### config.mk
export PLATFORM = sky130hd
export DESIGN_NAME = rf_arbiter_flat
export DESIGN_NICKNAME = d
export VERILOG_FILES = /design/src/rtl/rf_arbiter_pkg.sv /design/src/rtl/rf_arbiter_if.sv /design/src/rtl/rf_arbiter.sv /design/src/flat_wrapper.sv
export SDC_FILE = /design/constraint.sdc
export NUM_CORES = 1
export LEC_CHECK = 0
export BUFFER_PORTS_ARGS = -buffer_cell sky130_fd_sc_hd__buf_2
export CAP_MARGIN = 20
export CORE_MARGIN = 2
export CORE_UTILIZATION = 29
export CTS_CLUSTER_SIZE = 28
export DETAILED_ROUTE_END_ITERATION = 6
export PLACE_DENSITY = 0.64
export SETUP_SLACK_MARGIN = 0.15
export SYNTH_ARGS = -nofsm -noshare
export SYNTH_HDL_FRONTEND = slang
export SYNTH_SLANG_ARGS = --single-unit
export TNS_END_PERCENT = 20
### constraint.sdc
create_clock -name clk -period 5.2 [get_ports clk]
set_clock_uncertainty 0.15 [all_clocks]
set_input_delay 0.52 -clock clk [delete_from_list [all_inputs] [get_ports clk]]
set_output_delay 0.52 -clock clk [all_outputs]
set_load 0.01 [all_outputs]
### src/rtl/rf_arbiter_pkg.sv
// Shared types for the register-file arbiter.
//   rf_cmd_t    : command encoding driven on rf_signal towards REG_FILE
//   arb_state_t : arbiter FSM states
//   reg_idx_t   : 5-bit architectural register index
package rf_arbiter_pkg;

    localparam int REG_IDX_W = 5;

    typedef logic [REG_IDX_W-1:0] reg_idx_t;

    typedef enum logic [1:0] {
        RF_NOP   = 2'b00,
        RF_READ  = 2'b01,
        RF_WRITE = 2'b10
    } rf_cmd_t;

    typedef enum logic {
        ARB_IDLE = 1'b0,
        ARB_BUSY = 1'b1
    } arb_state_t;

endpackage

### src/rtl/rf_arbiter_if.sv
// Bundle of everything the arbiter talks to besides clk/rst/rdy_in.
//   ID side : id_req, id_rs1, id_rs2 -> id_ack, id_rs1_data, id_rs2_data
//   WB side : wb_req, wb_rd, wb_data -> wb_ack
//   RF side : rf_signal, rf_rs1, rf_rs2, rf_rd, rf_data -> rf_rs1_data, rf_rs2_data
// slave  : the arbiter's view.
// master : the surrounding stages and REG_FILE (the opposite directions).
interface rf_arbiter_if import rf_arbiter_pkg::*; #(
    parameter int LEN = 32
);
    logic            id_req;
    reg_idx_t        id_rs1;
    reg_idx_t        id_rs2;
    logic            id_ack;
    logic [LEN-1:0]  id_rs1_data;
    logic [LEN-1:0]  id_rs2_data;

    logic            wb_req;
    reg_idx_t        wb_rd;
    logic [LEN-1:0]  wb_data;
    logic            wb_ack;

    rf_cmd_t         rf_signal;
    reg_idx_t        rf_rs1;
    reg_idx_t        rf_rs2;
    reg_idx_t        rf_rd;
    logic [LEN-1:0]  rf_data;
    logic [LEN-1:0]  rf_rs1_data;
    logic [LEN-1:0]  rf_rs2_data;

    modport slave (
        input  id_req, id_rs1, id_rs2, wb_req, wb_rd, wb_data, rf_rs1_data, rf_rs2_data,
        output id_ack, id_rs1_data, id_rs2_data, wb_ack,
               rf_signal, rf_rs1, rf_rs2, rf_rd, rf_data
    );

    modport master (
        output id_req, id_rs1, id_rs2, wb_req, wb_rd, wb_data, rf_rs1_data, rf_rs2_data,
        input  id_ack, id_rs1_data, id_rs2_data, wb_ack,
               rf_signal, rf_rs1, rf_rs2, rf_rd, rf_data
    );

endinterface

### src/rtl/rf_arbiter.sv
// Register-file arbiter: shares the single REG_FILE command port between the
// decode read requester (ID) and the write-back requester (WB). WB always wins
// when both are eligible, so a read issued alongside a write sees the new value.
// Ports:
//   clk    : clock, all state on posedge
//   rst    : asynchronous, active-high reset
//   rdy_in : global ready; low freezes every register including ack pulses
//   bus    : ID / WB / REG_FILE signals (rf_arbiter_if.slave)
// Every rf_* output and every ack/data output comes straight from a register.
module rf_arbiter import rf_arbiter_pkg::*; #(
    parameter int LEN    = 32,
    parameter int RF_LAT = 1
) (
    input  logic       clk,
    input  logic       rst,
    input  logic       rdy_in,
    rf_arbiter_if.slave bus
);

    localparam int                LAT_W    = (RF_LAT > 1) ? $clog2(RF_LAT) : 1;
    localparam logic [LAT_W-1:0]  LAT_INIT = LAT_W'(RF_LAT - 1);

    typedef struct packed {
        arb_state_t      state;
        logic [LAT_W-1:0] lat_cnt;
        logic            owner_wr;   // command in flight belongs to WB
        rf_cmd_t         cmd;
        reg_idx_t        rs1;
        reg_idx_t        rs2;
        reg_idx_t        rd;
        logic [LEN-1:0]  wdata;
        logic            id_ack;
        logic            wb_ack;
        logic [LEN-1:0]  rs1_data;
        logic [LEN-1:0]  rs2_data;
    } regs_t;

    regs_t r, r_n;
    logic  wb_elig, id_elig;

    // A requester whose ack is still high is finishing its handshake and must
    // not be granted again on the same level request.
    assign wb_elig = bus.wb_req && !r.wb_ack;
    assign id_elig = bus.id_req && !r.id_ack;

    always_ff @(posedge clk or posedge rst) begin
        if (rst) begin
            r <= '0;
        end else if (rdy_in) begin
            r <= r_n;
        end
    end

    always_comb begin
        r_n        = r;
        r_n.id_ack = 1'b0;
        r_n.wb_ack = 1'b0;
        case (r.state)
            ARB_IDLE: begin
                if (wb_elig) begin
                    if (bus.wb_rd == '0) begin
                        // x0 is hardwired zero: acknowledge without touching REG_FILE
                        r_n.wb_ack = 1'b1;
                    end else begin
                        r_n.cmd      = RF_WRITE;
                        r_n.rd       = bus.wb_rd;
                        r_n.wdata    = bus.wb_data;
                        r_n.lat_cnt  = LAT_INIT;
                        r_n.owner_wr = 1'b1;
                        r_n.state    = ARB_BUSY;
                    end
                end else if (id_elig) begin
                    r_n.cmd      = RF_READ;
                    r_n.rs1      = bus.id_rs1;
                    r_n.rs2      = bus.id_rs2;
                    r_n.lat_cnt  = LAT_INIT;
                    r_n.owner_wr = 1'b0;
                    r_n.state    = ARB_BUSY;
                end
            end
            ARB_BUSY: begin
                if (r.lat_cnt != '0) begin
                    r_n.lat_cnt = r.lat_cnt - LAT_W'(1);
                end else begin
                    r_n.cmd   = RF_NOP;
                    r_n.state = ARB_IDLE;
                    if (r.owner_wr) begin
                        r_n.wb_ack = 1'b1;
                    end else begin
                        r_n.id_ack   = 1'b1;
                        r_n.rs1_data = (r.rs1 == '0) ? '0 : bus.rf_rs1_data;
                        r_n.rs2_data = (r.rs2 == '0) ? '0 : bus.rf_rs2_data;
                    end
                end
            end
            default: r_n.state = ARB_IDLE;
        endcase
    end

    assign bus.rf_signal   = r.cmd;
    assign bus.rf_rs1      = r.rs1;
    assign bus.rf_rs2      = r.rs2;
    assign bus.rf_rd       = r.rd;
    assign bus.rf_data     = r.wdata;
    assign bus.id_ack      = r.id_ack;
    assign bus.wb_ack      = r.wb_ack;
    assign bus.id_rs1_data = r.rs1_data;
    assign bus.id_rs2_data = r.rs2_data;

endmodule

### src/flat_wrapper.sv
// flat-port wrapper written by rule: the top's interface ports become plain ports
module rf_arbiter_flat import rf_arbiter_pkg::*;
#(
    parameter int LEN    = 32,
    parameter int RF_LAT = 1
)
  (clk, rst, rdy_in, bus_id_req, bus_id_rs1, bus_id_rs2, bus_wb_req, bus_wb_rd, bus_wb_data, bus_rf_rs1_data, bus_rf_rs2_data, bus_id_ack, bus_id_rs1_data, bus_id_rs2_data, bus_wb_ack, bus_rf_signal, bus_rf_rs1, bus_rf_rs2, bus_rf_rd, bus_rf_data);
  rf_arbiter_if #(.LEN(LEN)) bus_i ();
  input  logic clk;
  input  logic rst;
  input  logic rdy_in;
  input wire logic [$bits(bus_i.id_req)-1:0] bus_id_req;
  input wire logic [$bits(bus_i.id_rs1)-1:0] bus_id_rs1;
  input wire logic [$bits(bus_i.id_rs2)-1:0] bus_id_rs2;
  input wire logic [$bits(bus_i.wb_req)-1:0] bus_wb_req;
  input wire logic [$bits(bus_i.wb_rd)-1:0] bus_wb_rd;
  input wire logic [$bits(bus_i.wb_data)-1:0] bus_wb_data;
  input wire logic [$bits(bus_i.rf_rs1_data)-1:0] bus_rf_rs1_data;
  input wire logic [$bits(bus_i.rf_rs2_data)-1:0] bus_rf_rs2_data;
  output wire logic [$bits(bus_i.id_ack)-1:0] bus_id_ack;
  output wire logic [$bits(bus_i.id_rs1_data)-1:0] bus_id_rs1_data;
  output wire logic [$bits(bus_i.id_rs2_data)-1:0] bus_id_rs2_data;
  output wire logic [$bits(bus_i.wb_ack)-1:0] bus_wb_ack;
  output wire logic [$bits(bus_i.rf_signal)-1:0] bus_rf_signal;
  output wire logic [$bits(bus_i.rf_rs1)-1:0] bus_rf_rs1;
  output wire logic [$bits(bus_i.rf_rs2)-1:0] bus_rf_rs2;
  output wire logic [$bits(bus_i.rf_rd)-1:0] bus_rf_rd;
  output wire logic [$bits(bus_i.rf_data)-1:0] bus_rf_data;
  assign bus_i.id_req = bus_id_req;
  assign bus_i.id_rs1 = bus_id_rs1;
  assign bus_i.id_rs2 = bus_id_rs2;
  assign bus_i.wb_req = bus_wb_req;
  assign bus_i.wb_rd = bus_wb_rd;
  assign bus_i.wb_data = bus_wb_data;
  assign bus_i.rf_rs1_data = bus_rf_rs1_data;
  assign bus_i.rf_rs2_data = bus_rf_rs2_data;
  assign bus_id_ack = bus_i.id_ack;
  assign bus_id_rs1_data = bus_i.id_rs1_data;
  assign bus_id_rs2_data = bus_i.id_rs2_data;
  assign bus_wb_ack = bus_i.wb_ack;
  assign bus_rf_signal = bus_i.rf_signal;
  assign bus_rf_rs1 = bus_i.rf_rs1;
  assign bus_rf_rs2 = bus_i.rf_rs2;
  assign bus_rf_rd = bus_i.rf_rd;
  assign bus_rf_data = bus_i.rf_data;
  rf_arbiter #(.LEN(LEN), .RF_LAT(RF_LAT)) u_core (.clk(clk), .rst(rst), .rdy_in(rdy_in), .bus(bus_i));
endmodule
=== Word level (Yosys, flattened, before mapping) ===
Cells that the tools add are included.

* Add/sub/neg operators: 1
* $mul: 0
* Divide/modulo/power cells: 0
* $lt $le $gt $ge: 0
* Equal/unequal tests: 4
* Shift operators: 0
* Mux-type cells: 18
* Bitwise gates (word level): 5
* Reductions and logical operators: 14

{| class="wikitable"
|+ Operator list
! operator !! number
|-
| 2-to-1 mux 66 bit || 1
|-
| 2-to-1 mux 32 bit || 2
|-
| 2-to-1 mux 64 bit || 1
|-
| AND reduction 4 bit || 5
|-
| zero test 5 bit || 3
|-
| 2-to-1 mux 15 bit || 1
|-
| 2-to-1 mux 5 bit || 2
|-
| one-hot mux 2 bit (2 select lines) || 2
|-
| 2-to-1 mux 1 bit || 7
|-
| NOT 1 bit || 5
|-
| != test 2 bit (second input constant) || 2
|-
| != test 3 x 1 -> 1 bit (second input constant) || 1
|-
| != test 3 bit (second input constant) || 1
|-
| AND reduction 3 bit || 1
|-
| logical AND 1 bit || 2
|-
| zero test 1 bit || 2
|-
| 2-to-1 mux 2 bit || 1
|-
| one-hot mux 1 bit (2 select lines) || 1
|-
| nonzero test 2 bit || 1
|-
| subtractor 1 bit (second input constant) || 1
|}

* Bits in registers: 118
* Bits in latches: 0
* Memory bits (writable): 0
* Memory bits (read-only): 0
* Input bits: 116
* Output and inout port bits: 115
* Memories: 0

=== Logic depth before layout (Yosys ltp) ===
Gate-level depths: netlist of the first run.

* Depth in word-level cells: 5
* Depth in mapped cells: 6

=== Worst setup path before layout of the first run ===
Ideal clock, no wire load.

* Path type: input to register
* Start point: input bus_wb_rd[0]
* End point: register u_core.r, in the netlist u_core.bus.rf_data[10]
* Arrival: 1.676 ns
* Required time: 4.925 ns
* Slack: 3.249 ns
* Cell stages on the path: 5
* Buffers on the path: 2
* Cell sequence: or3_1 > o21a_1 > buf_6 > buf_6 > mux2_4

* Cells in the longest elaborated chain, start to end: 3

{| class="wikitable"
|+ Ends and longest elaborated chain
! element !! line !! source
|-
| from (decl) || flat_wrapper.sv:16 || <nowiki>input wire logic [$bits(bus_i.wb_rd)-1:0] bus_wb_rd;</nowiki>
|-
| zero test 5 bit || rf_arbiter.sv:61 || <nowiki>if (bus.wb_rd == '0) begin</nowiki>
|-
| NOT 1 bit (no line) || -- ||
|-
| AND reduction 4 bit (no line) || -- ||
|-
| to (signal assigned) || rf_arbiter.sv:50 || <nowiki>r <= r_n;</nowiki>
|-
| to (decl) || rf_arbiter.sv:38 || <nowiki>regs_t r, r_n;</nowiki>
|}

Every way passes these cells.
A chain may end at the register's enable or synchronous reset.

=== Worst setup path after layout of the first run ===
* Start point: register u_core.r[117] (netlist bit)
* End point: register u_core.r, in the netlist u_core.bus.rf_data[31]

* Cells in the longest elaborated chain, start to end: 2

{| class="wikitable"
|+ Ends and longest elaborated chain
! element
|-
| NOT 1 bit (no line)
|-
| AND reduction 4 bit (no line)
|}

Every way passes these cells.

==> run summary, run 1 <==
## Setup path
- reg2reg — category of the critical setup timing path
- and4bb_1 -> o21a_2 -> buf_4 -> mux2_2 — cell-by-cell trace of the critical path
- 29 — crit path max fanout
- buffers and inverters — Top delay family on crit path
- sky130_fd_sc_hd__buf_4 — critical path's slowest cell
- 1 — worst path bufs/invs
- 2.49 ns — arrival time worst endpoint
- 0.47 ns — largest incremental delay on the critical path
- flop — type of origin of the critical path
- flop — kind of end point of the critical path
- 5.35 ns — CP Data Required Time

## STA
- 0 — fin. max-slew vios
- 0 — count of final hold-check violations
- 427 MHz — Fmax achieved
- 0.450 — Final Cycle Share
- 2.34 ns — time the worst path needs with I/O delays and setup
- 0.936 ns — actual slew at the worst max-slew pin
- 0 ns — Post-Route Setup TNS
- 0 — final setup violating endpoints
- false — unrepaired setup endpoints after global routing
- 0.376 — worst-case headroom to the max-slew limit

## Drt
- 152 — number of design-rule violations left by the first detailed-router iteration
- 4.27 — Vias/cell
- 14.9 µm — mean routed wirelength per cell
- 4 — iteration count of the initial detailed-routing pass
- 0 — antenna-violating nets left
- 3807 — vias after detailed routing
- 13.3 mm — DRT Wirelength
- 0 — Residual DRC

## Logic synthesis
- 526 — Syn Inst Count
- sky130_fd_sc_hd__dfrtp_1 — cell type contributing the most total cell area after synthesis
- 642 — Synthesized Nets
- sky130_fd_sc_hd__dfrtp_1 — Top FF cell, synth
- 117 — FF+latch count, synth
- 1.00 — async set-or-reset flop fraction in the synthesized netlist
- 0 — Post-synth EDFFs
- 0.00553 mm² — synthesized area
- 0.529 — area fraction of the dominant cell type after synthesis
- 10.5 µm² — average footprint of a synthesized cell
- 0 — warning count from the yosys run
- 0.529 — sequential-to-total area share from yosys stat
- sky130_fd_sc_hd__dfrtp_1 53%, sky130_fd_sc_hd__buf_4 15%, sky130_fd_sc_hd__nand2_1 8.7% — largest cells by area after synthesis
- 129 x sky130_fd_sc_hd__nand2_1, 117 x sky130_fd_sc_hd__dfrtp_1, 113 x sky130_fd_sc_hd__buf_4 — leading post-synthesis cells by instance count
- sky130_fd_sc_hd__nand2_1 — dominant cell by count in the synthesized netlist
- 32 — post-synthesis cell type count

## Power
- 3.40 nW — Static Leak
- 0.218 mV — worst voltage drop across the vdd grid
- 4.08 mW — overall power consumption
- 614 mW/mm² — total power density per cell area

## Place
- 9.14 mm — total half-perimeter wirelength after legalization and detailed placement
- 230 — count of buffers from port buffering
- 0.748 — GP Congestion

## GRT
- 0.220 — GR met2 Demand/Resource
- 0.134 — global-route usage over all layers
- met2 — routing layer with the top usage in global route
- 0.163 — global-route met1 utilization
- 0.0397 — met3 track demand over resource
- 75 — maximum number of pins on one net before global-route repair
- 20.8 mm — wire length of the first global-routing pass
- 0 — remaining global-route overflow
- 3850 — via count of the first global-routing pass
- 1 — number of antenna violations at the first check in global routing

## Final layout
- 760 — nets@finish
- 1879 — fill cell count
- 0.00162 mm² — multi-input gate area in the final layout
- 0.00293 mm² — Register Area
- 0 — diode insertion count for antenna repair
- 20.1% — Area growth, synth to finish
- 0.481 — fraction of layout instances using a drive strength above 1

## Clocking
- 0.42 ns — worst-skew pair later-pin latency
- sky130_fd_sc_hd__clkbuf_16 — root cell of the clock tree
- 17 — number of buffers created by CTS
- 2 — buffer levels on the longest clock path
- 0 — Post-CTS Setup Repair Bufs
- 4 — H-Tree Level Count
- built — CTS tree
- 0 — number of gates given a new drive strength after cts
- 0.06 ns — clock-pin slew reported for the worst setup and hold paths after clock tree synthesis
- 0 — number of hold buffers added after CTS
- 117 — total number of clock tree sinks

## Die
- 50 — row cnt
- 0.0187 mm² — area of the core region
- 231 — # IOs
- 0.296 — starting density of the core
- 142 µm — DIE WIDTH
- 142 µm — die height
- 0.0202 mm² — Die Area

## Job
- 0 — MaxCap Viol Count

## Run status
- finished, final reports clean — result of the run

## Min path
- in2async — HP Class

## state kept, by name (all words and copies together) (netlist names)
| signal | cells |
|---|---|
| u_core.bus.id_rs1_data | 32 |
| u_core.bus.id_rs2_data | 32 |
| u_core.bus.rf_data | 32 |
| u_core.bus.rf_rd | 5 |
| u_core.bus.rf_rs1 | 5 |
| u_core.bus.rf_rs2 | 5 |
| u_core.bus.rf_signal | 2 |
| u_core.r | 2 |
| u_core.bus.id_ack | 1 |
| u_core.bus.wb_ack | 1 |
## metal layers
metal  routed length (µm)  share of wire
met5                   13        0.00098
met4                  253          0.019
met3                  774          0.058
met2                 6390           0.48
met1                 5840           0.44
## layout make-up
| class | instances | area share |
|---|---|---|
| clock buffers | 22 | 0.0699 |
| flip-flops and latches | 117 | 0.441 |
| multi-input cells | 266 | 0.244 |
| well taps | 234 | 0.0441 |
| clock inverters | 10 | 0.0158 |
| inverters | 4 | 0.00264 |
| repair buffers | 238 | 0.183 |
## final timing paths
path                                             from  cells after the start  slack, ns                          to
min in group clk                      bus_wb_data[30]                      2       0.18      u_core.bus.rf_data[30]
setup reg to reg                        u_core.r[117]                      4       2.86      u_core.bus.rf_data[31]
max in group asynchronous                         rst                      3       3.55       u_core.bus.rf_data[2]
hold reg to reg            u_core.bus.id_rs2_data[31]                      2       0.32  u_core.bus.id_rs2_data[31]
hold / removal                                    rst                      2       0.17      u_core.bus.rf_data[21]
setup / recovery                        u_core.r[117]                      4       2.86      u_core.bus.rf_data[31]
## placed cells by master (no fill, tap or decap), drive strengths merged, types with 4 or more instances in the layout
cell,synthesis,layout
clkinv,0,6
dfrtp,117,117
clkbuf,13,22
mux2,42,42
o21ai,65,65
buf,126,238
nand2,129,129
inv,4,4
nor2,5,5
a22o,5,5
## power breakdown
| part | switching (mW) | internal, mW | leakage (nW) |
|---|---|---|---|
| sequential | 0.233 | 1.34 | 1.44 |
| clock | 0.424 | 0.725 | 0.279 |
| combinational | 0.706 | 0.654 | 1.68 |
| total | 1.36 | 2.72 | 3.40 |
## kinds of logic (layout without fill, tap and decap cells)
logic type / after synthesis / count (layout) / synth area share
AND/OR/NAND/NOR: 145 / 145 / 0.107
buffers and inverters: 143 / 274 / 0.180
flip-flops: 117 / 117 / 0.529
AO/OA/AOI/OAI: 79 / 79 / 0.0794
multiplexers: 42 / 42 / 0.105
## through the flow
stage          cell area, µm²  hold slack [ns]  setup WS, ns  instances  utilization
6_report                 6650            0.167          2.86        891        0.355
3_3_place_gp             6060            0.307          2.77        858        0.324
4_1_cts                  6650            0.161          2.86        891        0.355
3_5_place_dp             6080            0.314          2.73        859        0.325
5_1_grt                  6650            0.168          2.76        891        0.355
2_1_floorplan            5530            0.301          1.43        526            -
(Power assumes the default switching activity.)
==> inputs of run 2 (changes only) <==
clock period = 2.3 ns   (was 5.2 ns; I/O delays follow)
==> run 2 against run 1 <==
Via count rose by 12%; sequential power rose by 130%; combinational power rose by 140%; worst setup slack got worse by 2.6 ns; core utilization rose by 6.9 points.
==> run summary, run 2 (synthesized netlist as in run 1, its figures left out) <==
## STA
- 0 ns — Post-Route Setup TNS
- 0 — fin. max-slew vios
- 0.0556 ns — Min Hold Slack
- 0.586 ns — actual slew at the worst max-slew pin
- 0 — final setup violating endpoints
- 0.877 — Final Cycle Share
- 0.608 — worst-case headroom to the max-slew limit
- false — unrepaired setup endpoints after global routing
- 496 MHz — Fmax achieved
- 0 — count of final hold-check violations
- 0.282 ns — worst setup margin
- 2.02 ns — time the worst path needs with I/O delays and setup

## Run status
- finished, final reports clean — result of the run

## Place
- 0.00614 mm² — post-place instance area
- 9.01 mm — total half-perimeter wirelength after legalization and detailed placement
- 230 — count of buffers from port buffering
- 860 — cell total after placement
- 0.289 ns — Post-Place Worst Slack
- 0.739 — GP Congestion

## Drt
- 0 — antenna-violating nets left
- 14.4 mm — DRT Wirelength
- 4 — iteration count of the initial detailed-routing pass
- 4279 — vias after detailed routing
- 134 — number of design-rule violations left by the first detailed-router iteration
- 14.4 µm — mean routed wirelength per cell
- 4.26 — Vias/cell
- 0 — Residual DRC

## Min path
- 3 — instance count along the most critical hold path
- in2reg — HP Class

## Final layout
- 0 — diode insertion count for antenna repair
- sky130_fd_sc_hd__buf_2 — leading cell type in the layout, fill and taps excluded
- 1754 — fill cell count
- 0.414 — fraction of layout instances using a drive strength above 1
- 43.3% — Area growth, synth to finish
- 873 — nets@finish
- 0.424 — final core utilization
- 230 x sky130_fd_sc_hd__buf_2, 129 x sky130_fd_sc_hd__nand2_1, 117 x sky130_fd_sc_hd__dfrtp_1, 112 x sky130_fd_sc_hd__dlygate4sd3_1, 64 x sky130_fd_sc_hd__o21ai_0 — most frequent cells in the layout
- 0.00162 mm² — multi-input gate area in the final layout
- 1004 — number of standard cells in the final layout excluding fillers
- 0.00293 mm² — Register Area
- 0.00793 mm² — post-route cell area

## Power
- 1250 mW/mm² — total power density per cell area
- 3.93 nW — Static Leak
- 9.90 mW — overall power consumption
- 0.518 mV — worst voltage drop across the vdd grid

## Clocking
- sky130_fd_sc_hd__clkbuf_16 — root cell of the clock tree
- 0 — number of gates given a new drive strength after cts
- built — CTS tree
- 17 — number of buffers created by CTS
- 2 — buffer levels on the longest clock path
- 117 — total number of clock tree sinks
- 0.40 ns — worst-skew pair later-pin latency
- 0.06 ns — clock-pin slew reported for the worst setup and hold paths after clock tree synthesis
- 4 — H-Tree Level Count

## Setup path
- flop — type of origin of the critical path
- 32 — crit path max fanout
- reg2reg — category of the critical setup timing path
- flop — kind of end point of the critical path
- 2.44 ns — CP Data Required Time
- 2.16 ns — arrival time worst endpoint
- 4 — worst r2r path cells

## GRT
- 0 — number of antenna violations at the first check in global routing
- 0.145 — global-route usage over all layers
- 0 — remaining global-route overflow
- 66 — maximum number of pins on one net before global-route repair
- 22.9 mm — wire length of the first global-routing pass
- 4393 — via count of the first global-routing pass

## Job
- 0 — MaxCap Viol Count

## Die
- 0.0202 mm² — Die Area
- 142 µm — DIE WIDTH
- 231 — # IOs
- 142 µm — die height
- 0.0187 mm² — area of the core region
- 0.296 — starting density of the core
- 50 — row cnt

==> run 2: critical path, stage by stage (launching register included) <==
cell                       delay, ns
sky130_fd_sc_hd__dfrtp_1        0.45
sky130_fd_sc_hd__and4bb_1       0.45
sky130_fd_sc_hd__o21a_2         0.23
sky130_fd_sc_hd__buf_12         0.24
sky130_fd_sc_hd__mux2_2         0.37
==> run 2: final timing paths <==
kind                                        endpoint  slack (ns)                 startpoint
max in group asynchronous  u_core.bus.id_rs2_data[2]        1.05                        rst
setup / recovery              u_core.bus.rf_data[31]        0.28              u_core.r[117]
setup reg to reg              u_core.bus.rf_data[31]        0.28              u_core.r[117]
hold reg to reg            u_core.bus.id_rs2_data[9]        0.32  u_core.bus.id_rs2_data[9]
hold / removal               u_core.bus.rf_signal[0]        0.06                     rdy_in
min in group asynchronous  u_core.bus.id_rs2_data[6]        0.30                        rst
==> run 2: metal layers <==
layer / part of all wire / wire [µm] / vias to the layer above / track usage
met5: 0 / 0 / - / 0
met4: 0.018 / 263 / 0 / 0.0542
met3: 0.050 / 717 / 17 / 0.0390
met2: 0.50 / 7290 / 131 / 0.252
met1: 0.43 / 6180 / 2054 / 0.172
li1: - / - / 2077 / -
==> run 2: final cells by class <==
cell class / instances / area share
multi-input cells: 266 / 0.204
clock inverters: 13 / 0.0289
repair buffers: 351 / 0.303
well taps: 234 / 0.0369
flip-flops and latches: 117 / 0.369
inverters: 4 / 0.00237
clock buffers: 19 / 0.0558
==> run 2: where the power goes <==
part | internal, mW | switching [mW] | total (mW)
clock | 2.06 | 0.975 | 3.04
combinational | 1.63 | 1.67 | 3.29
sequential | 3.03 | 0.537 | 3.57
total | 6.72 | 3.18 | 9.90
==> run 2: what timing repair did <==
action,4_1_cts,5_1_grt
hold endpoints to repair,132,0
setup buffers,0,0
hold buffers,112,0
setup endpoints to repair,0,0
==> inputs of run 3 (changes only) <==
clock period = 2.33 ns   (was 2.3 ns; I/O delays follow)
==> run 3 against run 2 <==
Wire length decreased by 0.31%; clock power decreased by 12%; register-to-register slack improved by 0.02 ns; critical path depth unchanged; worst hold slack got worse by 0.016 ns; maximum frequency decreased by 0.48%; global-route usage decreased by 0.11 points; sequential power decreased by 2%; die area unchanged; via count about the same; design area decreased by 0.77%; sequential share of layout area increased by 0.29 points; critical endpoint is now u_core.bus.rf_data[30].
==> run summary, run 3 (synthesized netlist as in run 1, its figures left out) <==
## Setup path
- 0.30 ns — minimum setup slack among reg-to-reg paths
- u_core.r[117] — start of the worst register-to-register path
- 2.17 ns — arrival time worst endpoint
- 1 — worst path bufs/invs
- simple AND/OR/NAND/NOR gates — Top delay family on crit path
- 4 — worst r2r path cells
- sky130_fd_sc_hd__and4bb_1 — critical path's slowest cell
- flop — kind of end point of the critical path
- reg2reg — category of the critical setup timing path
- u_core.bus.rf_data[30] — end of the worst register-to-register path
- 4 — number of stages on the worst setup path
- 32 — crit path max fanout
- and4bb_1 -> o21a_2 -> buf_12 -> mux2_2 — cell-by-cell trace of the critical path
- 2.47 ns — CP Data Required Time
- u_core.bus.rf_data[30] — Critical Path End
- flop — type of origin of the critical path
- 0.46 ns — largest incremental delay on the critical path
- u_core.r[117] — Worst setup startpoint

## Clocking
- 2 — buffer levels on the longest clock path
- sky130_fd_sc_hd__clkbuf_16 — root cell of the clock tree
- built — CTS tree
- 4 — H-Tree Level Count
- 0.06 ns — clock-pin slew reported for the worst setup and hold paths after clock tree synthesis
- 0.41 ns — worst-skew pair later-pin latency
- 17 — number of buffers created by CTS
- 117 — total number of clock tree sinks

## GRT
- 0.253 — GR met2 Demand/Resource
- 0 — remaining global-route overflow
- 66 — maximum number of pins on one net before global-route repair
- 0.160 — global-route met1 utilization
- 0 — number of antenna violations at the first check in global routing
- 4423 — via count of the first global-routing pass
- 22.7 mm — wire length of the first global-routing pass
- met2 — routing layer with the top usage in global route
- 0.144 — global-route usage over all layers
- 0.0444 — met3 track demand over resource

## STA
- 0 — fin. max-slew vios
- 2.03 ns — time the worst path needs with I/O delays and setup
- 0 — count of final hold-check violations
- 0.870 — Final Cycle Share
- 0 — final setup violating endpoints
- 0.580 ns — actual slew at the worst max-slew pin
- false — unrepaired setup endpoints after global routing
- 0.612 — worst-case headroom to the max-slew limit
- 493 MHz — Fmax achieved
- 0.0395 ns — Min Hold Slack
- 0 ns — Post-Route Setup TNS

## Power
- 0.285 — clock group share of total power
- 9.46 mW — overall power consumption
- 6.34 mW — Power Internal
- 0.330 — switching power share of the total
- 0.344 — combinational share of power
- 3.90 nW — Static Leak
- 0.472 mV — worst voltage drop across the vdd grid
- 0.371 — Flop pwr share
- 1200 mW/mm² — total power density per cell area
- 3.12 mW — sw power

## Final layout
- 0.00787 mm² — post-route cell area
- sky130_fd_sc_hd__buf_2 — leading cell type in the layout, fill and taps excluded
- 230 x sky130_fd_sc_hd__buf_2, 129 x sky130_fd_sc_hd__nand2_1, 117 x sky130_fd_sc_hd__dfrtp_1, 112 x sky130_fd_sc_hd__dlygate4sd3_1, 64 x sky130_fd_sc_hd__o21ai_0 — most frequent cells in the layout
- 42.2% — Area growth, synth to finish
- 0.414 — fraction of layout instances using a drive strength above 1
- 0 — diode insertion count for antenna repair
- 873 — nets@finish

## Drt
- 14.4 mm — DRT Wirelength
- 4281 — vias after detailed routing
- 4.26 — Vias/cell
- 0 — Residual DRC
- 0 — antenna-violating nets left
- 131 — number of design-rule violations left by the first detailed-router iteration
- 14.3 µm — mean routed wirelength per cell
- 4 — iteration count of the initial detailed-routing pass

## Job
- 0 — MaxCap Viol Count

## Run status
- finished, final reports clean — result of the run

## Place
- 0.737 — GP Congestion
- 0.00614 mm² — post-place instance area
- 8.96 mm — total half-perimeter wirelength after legalization and detailed placement
- 230 — count of buffers from port buffering

## Die
- 142 µm — die height
- 50 — row cnt
- 0.0187 mm² — area of the core region
- 0.296 — starting density of the core
- 142 µm — DIE WIDTH
- 0.0202 mm² — Die Area
- 231 — # IOs

## Min path
- in2reg — HP Class

[run 3: changes by cell type in the layout (fill, tap and decap cells not counted)]
cell	previous run	this run
sky130_fd_sc_hd__bufinv_16	6	3
sky130_fd_sc_hd__clkinvlp_4	2	4
sky130_fd_sc_hd__clkbuf_8	1	2
[run 3: cell type report]
type                    instances  area (µm²)
clock inverters                12         154
fillers                      1749       10800
multi-input cells             266        1620
flip-flops and latches        117        2930
repair buffers                351        2400
inverters                       4        18.8
clock buffers                  20         457
well taps                     234         293
[run 3: stage by stage]
| stage | setup WS, ns | util | cells |
|---|---|---|---|
| after floorplan | 0.519 | - | 526 |
| after global placement | 0.353 | 0.328 | 860 |
| after detailed placement | 0.303 | 0.328 | 860 |
| after CTS | 0.293 | 0.421 | 1004 |
| after global routing | 0.220 | 0.421 | 1004 |
| final | 0.303 | 0.421 | 1004 |
[run 3: what timing repair did]
item	in CTS	in global routing
endpoints found under the setup margin	0	0
setup buffers	0	0
endpoints found under the hold margin	132	0
resized for setup	0	0
hold buffers	112	0
[run 3: worst min-delay path by stage]
stage / startpoint / to / slack [ns] / cells past startpoint
finish: rdy_in / u_core.bus.rf_signal[0] / 0.04 / 3
global route: rdy_in / u_core.bus.rf_signal[0] / 0.03 / 3
CTS: rdy_in / u_core.bus.rf_signal[0] / 0.01 / 3
detailed placement: rst / u_core.bus.id_rs2_data[6] / 0.18 / 2
global placement: rst / u_core.bus.id_rs2_data[6] / 0.18 / 2
floorplan: bus_rf_rs1_data[0] / u_core.bus.id_rs1_data[0] / 0.22 / 2
[run 3: routing by layer]
layer  vias to the layer above  part of all wire
li1                       2071                 -
met3                        30             0.059
met4                         0             0.026
met2                       146              0.51
met5                         -                 0
met1                      2034              0.41
[run 3: tightest hold or removal path, cell delays in order]
cell	delay, ns
sky130_fd_sc_hd__buf_2	0.15
sky130_fd_sc_hd__a21oi_1	0.08
sky130_fd_sc_hd__o211a_1	0.10
[run 3: power groups by stage]
| stage | clock, mW | combinational [mW] | sequential [mW] |
|---|---|---|---|
| finish | 2.69 | 3.25 | 3.51 |
| global route | 2.87 | 3.59 | 3.64 |
| CTS | 2.78 | 3.28 | 3.51 |
| detailed placement | 0 | 3.13 | 3.53 |
| global placement | 0 | 3.07 | 3.51 |
| floorplan | 0 | 3.05 | 3.42 |
